File: src/rtl/seven_seg_scan.sv
// Time-multiplexed common-anode seven-segment scanner with shadowed digits, guard cycle,
// per-digit decimal points, enables, blink and leading-zero blanking. All state moves on the falling edge.
module seven_seg_scan #(
  parameter int unsigned DIGITS       = 8,
  parameter int unsigned REFRESH_DIV  = 50000,
  parameter int unsigned BLINK_FRAMES = 64
) (
  input  logic                  clk,
  input  logic                  reset_n,
  input  logic [4*DIGITS-1:0]   data,
  input  logic                  load,
  input  logic [DIGITS-1:0]     dp_in,
  input  logic [DIGITS-1:0]     digit_en,
  input  logic [DIGITS-1:0]     blink_mask,
  input  logic                  lz_suppress,
  output logic [7:0]            segments,
  output logic [DIGITS-1:0]     anodes,
  output logic                  frame_done
);

  localparam int unsigned IDX_W = (DIGITS > 1) ? $clog2(DIGITS) : 1;
  localparam int unsigned CNT_W = $clog2(REFRESH_DIV);
  localparam int unsigned FRM_W = (BLINK_FRAMES > 1) ? $clog2(BLINK_FRAMES) : 1;

  localparam logic [CNT_W-1:0] CNT_LAST = CNT_W'(REFRESH_DIV - 1);
  localparam logic [IDX_W-1:0] IDX_LAST = IDX_W'(DIGITS - 1);
  localparam logic [FRM_W-1:0] FRM_LAST = FRM_W'(BLINK_FRAMES - 1);

  logic [DIGITS-1:0][3:0] nib_q, nib_d;
  logic [DIGITS-1:0]      dp_q, dp_d;
  logic [DIGITS-1:0]      en_q, en_d;
  logic [CNT_W-1:0]       cnt_q, cnt_d;
  logic [IDX_W-1:0]       idx_q, idx_d;
  logic [FRM_W-1:0]       frm_q, frm_d;
  logic                   phase_q, phase_d;
  logic [7:0]             seg_q, seg_d;
  logic [DIGITS-1:0]      an_q, an_d;
  logic                   fd_q, fd_d;

  logic slot_end_c;
  logic frame_end_c;
  logic upper_zero_c;
  logic blank_c;

  function automatic logic [7:0] font(input logic [3:0] n);
    logic [7:0] f;
    case (n)
      4'h0: f = 8'hC0;
      4'h1: f = 8'hF9;
      4'h2: f = 8'hA4;
      4'h3: f = 8'hB0;
      4'h4: f = 8'h99;
      4'h5: f = 8'h92;
      4'h6: f = 8'h82;
      4'h7: f = 8'hF8;
      4'h8: f = 8'h80;
      4'h9: f = 8'h90;
      4'hA: f = 8'h88;
      4'hB: f = 8'h83;
      4'hC: f = 8'hC6;
      4'hD: f = 8'hA1;
      4'hE: f = 8'h86;
      default: f = 8'h8E;
    endcase
    return f;
  endfunction

  // Next-state: shadow capture, slot/digit/frame counters, blink phase and output decode
  always_comb begin
    nib_d   = nib_q;
    dp_d    = dp_q;
    en_d    = en_q;
    cnt_d   = cnt_q;
    idx_d   = idx_q;
    frm_d   = frm_q;
    phase_d = phase_q;
    seg_d   = 8'hFF;
    an_d    = '1;

    if (load) begin
      nib_d = data;
      dp_d  = dp_in;
      en_d  = digit_en;
    end

    slot_end_c  = (cnt_q == CNT_LAST);
    frame_end_c = slot_end_c && (idx_q == IDX_LAST);

    if (slot_end_c) begin
      cnt_d = '0;
      idx_d = frame_end_c ? '0 : idx_q + IDX_W'(1);
    end else begin
      cnt_d = cnt_q + CNT_W'(1);
    end

    if (frame_end_c) begin
      if (frm_q == FRM_LAST) begin
        frm_d   = '0;
        phase_d = ~phase_q;
      end else begin
        frm_d = frm_q + FRM_W'(1);
      end
    end

    // Leading zero: the current digit and every more-significant nibble are zero
    upper_zero_c = 1'b1;
    for (int j = 0; j < int'(DIGITS); j++) begin
      if ((IDX_W'(j) >= idx_q) && (nib_q[j] != 4'h0)) upper_zero_c = 1'b0;
    end

    blank_c = !en_q[idx_q]
           || (blink_mask[idx_q] && !phase_q)
           || (lz_suppress && (idx_q != '0) && upper_zero_c);

    if ((cnt_q != '0) && !blank_c) begin
      an_d  = ~(DIGITS'(1) << idx_q);
      seg_d = font(nib_q[idx_q]) & {~dp_q[idx_q], 7'h7F};
    end

    fd_d = frame_end_c;
  end

  always_ff @(negedge clk or negedge reset_n) begin
    if (!reset_n) begin
      nib_q   <= '0;
      dp_q    <= '0;
      en_q    <= '0;
      cnt_q   <= '0;
      idx_q   <= '0;
      frm_q   <= '0;
      phase_q <= 1'b1;
      seg_q   <= 8'hFF;
      an_q    <= '1;
      fd_q    <= 1'b0;
    end else begin
      nib_q   <= nib_d;
      dp_q    <= dp_d;
      en_q    <= en_d;
      cnt_q   <= cnt_d;
      idx_q   <= idx_d;
      frm_q   <= frm_d;
      phase_q <= phase_d;
      seg_q   <= seg_d;
      an_q    <= an_d;
      fd_q    <= fd_d;
    end
  end

  assign segments   = seg_q;
  assign anodes     = an_q;
  assign frame_done = fd_q;

endmodule

File: config.mk
export PLATFORM = sky130hd
export DESIGN_NAME = seven_seg_scan
export DESIGN_NICKNAME = d
export VERILOG_FILES = /design/src/rtl/seven_seg_scan.sv
export SDC_FILE = /design/constraint.sdc
export NUM_CORES = 1
export LEC_CHECK = 0
export BUFFER_PORTS_ARGS = -buffer_cell sky130_fd_sc_hd__buf_2
export CORE_UTILIZATION = 40
export CTS_CLUSTER_DIAMETER = 40
export DETAILED_ROUTE_END_ITERATION = 8
export RECOVER_POWER = 50
export SYNTH_ARGS = -nofsm -noshare
export SYNTH_HDL_FRONTEND = slang
export SYNTH_SLANG_ARGS = --single-unit
File: constraint.sdc
create_clock -name clk -period 7.62 [get_ports clk]
set_input_delay 0.381 -clock clk [delete_from_list [all_inputs] [get_ports clk]]
set_output_delay 0.381 -clock clk [all_outputs]
set_load 0.02 [all_outputs]
==> summary.log <==
INFO  run_status     outcome=finished, violations left
INFO  run_status     violations=capacitance limit, slew limit
INFO  critical_path  critical_path.cell_chain=buf_4 > clkbuf_1
INFO  finish         diodes=0
INFO  critical_path  critical_path_buf_inv_count=2
INFO  floorplan      die-width=107um
INFO  yosys          netlist_instances=342
INFO  yosys          synth.distinct_cells=43
INFO  yosys          synth_enable_flop_cells=0
INFO  floorplan      die-area=11500um2
INFO  critical_path  rrSetupSlack=4.10ns
INFO  yosys          sequential_fraction_of_the_synthesis_area=52.0%
INFO  detailed_routing detail_route.wirelength=9.32mm
INFO  critical_path  worst_r2r_endpoint=frm_q[1]
INFO  sta            setup_tns=0ns
INFO  global_routing grt_pass1_wl=15.6mm
INFO  detailed_routing drt_first_pass_iters=4
INFO  yosys          synth.top_cells.by_area=sky130_fd_sc_hd__dfrtn_1 42%, sky130_fd_sc_hd__mux2_2 14%, sky130_fd_sc_hd__dfstp_2 10%
INFO  placement      port_buffers=76
INFO  global_routing first_global_vias=3034
INFO  floorplan      floorplan.rows=38
INFO  cts            tritoncts=yes
INFO  yosys          synth_fp_nets=417
INFO  floorplan      initial_core_util=41.0%
INFO  finish         nFillCells=1000
INFO  critical_path  endpoint=idx_q[2]
INFO  yosys          combined_area_of_all_synthesized_cells=4420um2
INFO  sta            grt_setup_unrepaired=false
INFO  global_routing busiest_layer=met1
INFO  yosys          synth_async_sr_flop_share=100%
INFO  cts            hold_fix_buffer_count_after_cts=0
INFO  cts            clkSinkCount=91
INFO  global_routing antenna_found_initial=0
INFO  cts            cts_buffer_depth=2
INFO  detailed_routing routed_via_density=5.26
INFO  yosys          synth-compound-area-share=4.84%
INFO  sta            fin_skew=0.0788ns
INFO  critical_path  crit_type=in -> async
INFO  global_routing global_route.usage.total=17.9%
INFO  detailed_routing detail_route.drc_violations=0
INFO  cts            clk_pin_slew=0.07ns
INFO  sta            final_critical_path_setup_slack=1.60ns
INFO  min_path       worstHoldPathType=reg -> reg
INFO  yosys          synth_top_cell_area_share=41.9%
INFO  sta            worst-slew-pin-transition=2.12ns
INFO  yosys          yosysWarningCount=0
INFO  floorplan      core_box_area=10800um2
INFO  global_routing met3_usage=3.40%
INFO  finish         nNetsFinal=509
INFO  global_routing grt_start_max_net_pins=56
INFO  cts            cts_max_level=3
INFO  global_routing gr-total-overflow=0
INFO  yosys          synth-seq-cells=91
INFO  floorplan      die_height=107um
INFO  detailed_routing vias=3047
INFO  finish         final_standard_cell_utilization_of_the_core=47.9%
INFO  global_routing groute.layer.met2.usage=25.9%
INFO  cts            clk_root_buffer_cell=sky130_fd_sc_hd__clkbuf_8
INFO  global_routing grtUsageMet1=26.3%
INFO  sta            timing.final.max_slew_violations=54
INFO  critical_path  critical_path_depth=2
INFO  placement      placement.setup.worst_slack=1.76ns
INFO  yosys          yosys.area_share.adder=4.25%
INFO  detailed_routing post_dr_wirelength_cell=16.1um
INFO  placement      gp_congestion=0.825
INFO  pwr            power.ir.vdd_worst=0.000108V
INFO  yosys          ys.flop_type=sky130_fd_sc_hd__dfrtn_1
INFO  critical_path  cell_count_of_the_worst_reg_to_reg_path=5
INFO  detailed_routing detail_route.iter0.violations=144
INFO  critical_path  end_kind=asynchronous set/reset pin
INFO  pwr            cellLeakagePower=0.00227uW
INFO  pwr            cellPowerDensity=195nW/um2
INFO  yosys          yosys.area.top_type=sky130_fd_sc_hd__dfrtn_1
INFO  placement      dpl.hpwl=6.72mm
INFO  sta            setup_viol=0
INFO  critical_path  cp.arrival=2.41ns
INFO  yosys          post_synthesis_mux_area_share=22.3%
INFO  sta            final.hold.worst_slack=0.414ns
INFO  yosys          synth_top_family_by_area=multiplexers
INFO  finish         drive_above_1_share=41.7%
INFO  cts            tritoncts.num_buffers=9
INFO  flow_run       cap_viol_max_count=2
INFO  critical_path  required=4.00ns
INFO  critical_path  crit_family=buffers and inverters
INFO  yosys          synth_xor_xnor_area_share=2.97%
INFO  floorplan      io_pins=77
INFO  finish         area_delta_synth_final=16.9%
INFO  critical_path  cp-startpoint=reset_n
INFO  cts            cts_post_setup_buffers_inserted=0
INFO  critical_path  critPathMaxFanout=55
INFO  yosys          synth_simple_gate_area_share=11.2%
INFO  critical_path  critPathSlowestCell=sky130_fd_sc_hd__clkbuf_1
INFO  sta            worst_case_headroom_to_the_max_slew_limit=-42.6%
INFO  sta            final_hold_viol_count=0
INFO  detailed_routing ant_nets=0
INFO  yosys          synth_area_per_cell=12.9um2
INFO  cts            worst_skew_pair.late_latency=0.41ns
INFO  critical_path  critPathMaxStageDelay=1.43ns
INFO  critical_path  crit_path_start_kind=input pin
INFO  cts            postCtsResizedCells=0
INFO  critical_path  crit-reg2reg-launch=cnt_q[0]
[through the flow]
stage               power, uW  cell area (um2)  std cells
global placement          673             4930        547
CTS                      1020             5190        579
global route             1070             5170        579
detailed placement        677             4930        547
finish                   1010             5170        579
floorplan                 629             4420        342
[registers in the layout (all words and copies together) (netlist names)]
register    flops
phase_q         1
frame_done      1
anodes          8
frm_q           6
cnt_q          16
dp_q            8
en_q            8
idx_q           3
segments        8
nib_q          32
[cell families after synthesis]
family | count (synthesis)
simple gates | 91
flops | 91
mux | 74
compound gates | 31
buf+inv | 25
xor+xnor | 15
fa+ha+maj | 15
[per-layer routing]
| metal | up-vias | share of wire, % | wire (um) |
|---|---|---|---|
| li1 | 1438 | - | - |
| met1 | 1512 | 47 | 4410 |
| met2 | 83 | 45 | 4210 |
| met3 | 14 | 5.8 | 544 |
| met4 | 0 | 1.7 | 159 |
| met5 | - | 0 | 0 |
[area by class of cell]
cell class / count / area [um2] / area share, %
Tap cell: 140 / 175 / 3.39
Inverter: 11 / 41.3 / 0.799
Timing Repair Buffer: 78 / 394 / 7.63
Multi-Input combinational cell: 226 / 2000 / 38.7
Clock buffer: 9 / 124 / 2.40
Sequential cell: 91 / 2300 / 44.5
Clock inverter: 24 / 136 / 2.64
[worst min path at each step]
| stage | start | end | slack (ns) | depth (start not counted) |
|---|---|---|---|---|
| final | frm_q[4] | frm_q[4] | 0.41 | 1 |
| after global routing | frm_q[4] | frm_q[4] | 0.44 | 1 |
| after CTS | cnt_q[0] | cnt_q[0] | 0.42 | 1 |
| after detailed placement | cnt_q[0] | cnt_q[0] | 0.42 | 1 |
| after global placement | frm_q[4] | frm_q[4] | 0.41 | 1 |
| after floorplan | cnt_q[0] | cnt_q[0] | 0.39 | 1 |
[report_power, final]
part	switching (uW)	total, uW	internal (uW)
sequential	22.0	542	520
clock	218	358	140
combinational	51.4	109	58.0
total	291	1010	719
[placed cells by master, fill, tap and decap left out, types with 6 or more instances in the layout]
master,count
sky130_fd_sc_hd__buf_2,75
sky130_fd_sc_hd__dfrtn_1,74
sky130_fd_sc_hd__mux2_2,53
sky130_fd_sc_hd__inv_1,27
sky130_fd_sc_hd__nand2_1,25
sky130_fd_sc_hd__dfstp_2,17
sky130_fd_sc_hd__nand3_1,15
sky130_fd_sc_hd__ha_1,15
sky130_fd_sc_hd__mux4_2,14
sky130_fd_sc_hd__o21ai_0,14
sky130_fd_sc_hd__nor2_1,13
sky130_fd_sc_hd__xnor2_1,10
sky130_fd_sc_hd__nor4_1,9
sky130_fd_sc_hd__clkbuf_8,9
sky130_fd_sc_hd__mux2i_1,6
[synthesized netlist by cell type (2+ instances only)]
library cell	number
sky130_fd_sc_hd__dfrtn_1	74
sky130_fd_sc_hd__mux2_2	53
sky130_fd_sc_hd__nand2_1	25
sky130_fd_sc_hd__dfstp_2	17
sky130_fd_sc_hd__ha_1	15
sky130_fd_sc_hd__nand3_1	15
sky130_fd_sc_hd__mux4_2	14
sky130_fd_sc_hd__o21ai_0	14
sky130_fd_sc_hd__nor2_1	13
sky130_fd_sc_hd__inv_1	11
sky130_fd_sc_hd__xnor2_1	10
sky130_fd_sc_hd__nor4_1	8
sky130_fd_sc_hd__clkbuf_1	7
sky130_fd_sc_hd__mux2i_1	6
sky130_fd_sc_hd__a21oi_1	5
sky130_fd_sc_hd__buf_2	5
sky130_fd_sc_hd__nand4_1	5
sky130_fd_sc_hd__xor2_1	5
sky130_fd_sc_hd__and2_1	3
sky130_fd_sc_hd__and4_1	3
sky130_fd_sc_hd__o221ai_1	3
sky130_fd_sc_hd__or4_1	3
sky130_fd_sc_hd__and3_1	2
sky130_fd_sc_hd__nand3b_1	2
sky130_fd_sc_hd__nor3_1	2
sky130_fd_sc_hd__o211ai_1	2
sky130_fd_sc_hd__o41ai_1	2
sky130_fd_sc_hd__or3_1	2
sky130_fd_sc_hd__or4_4	2
(Power assumes the default switching activity.)
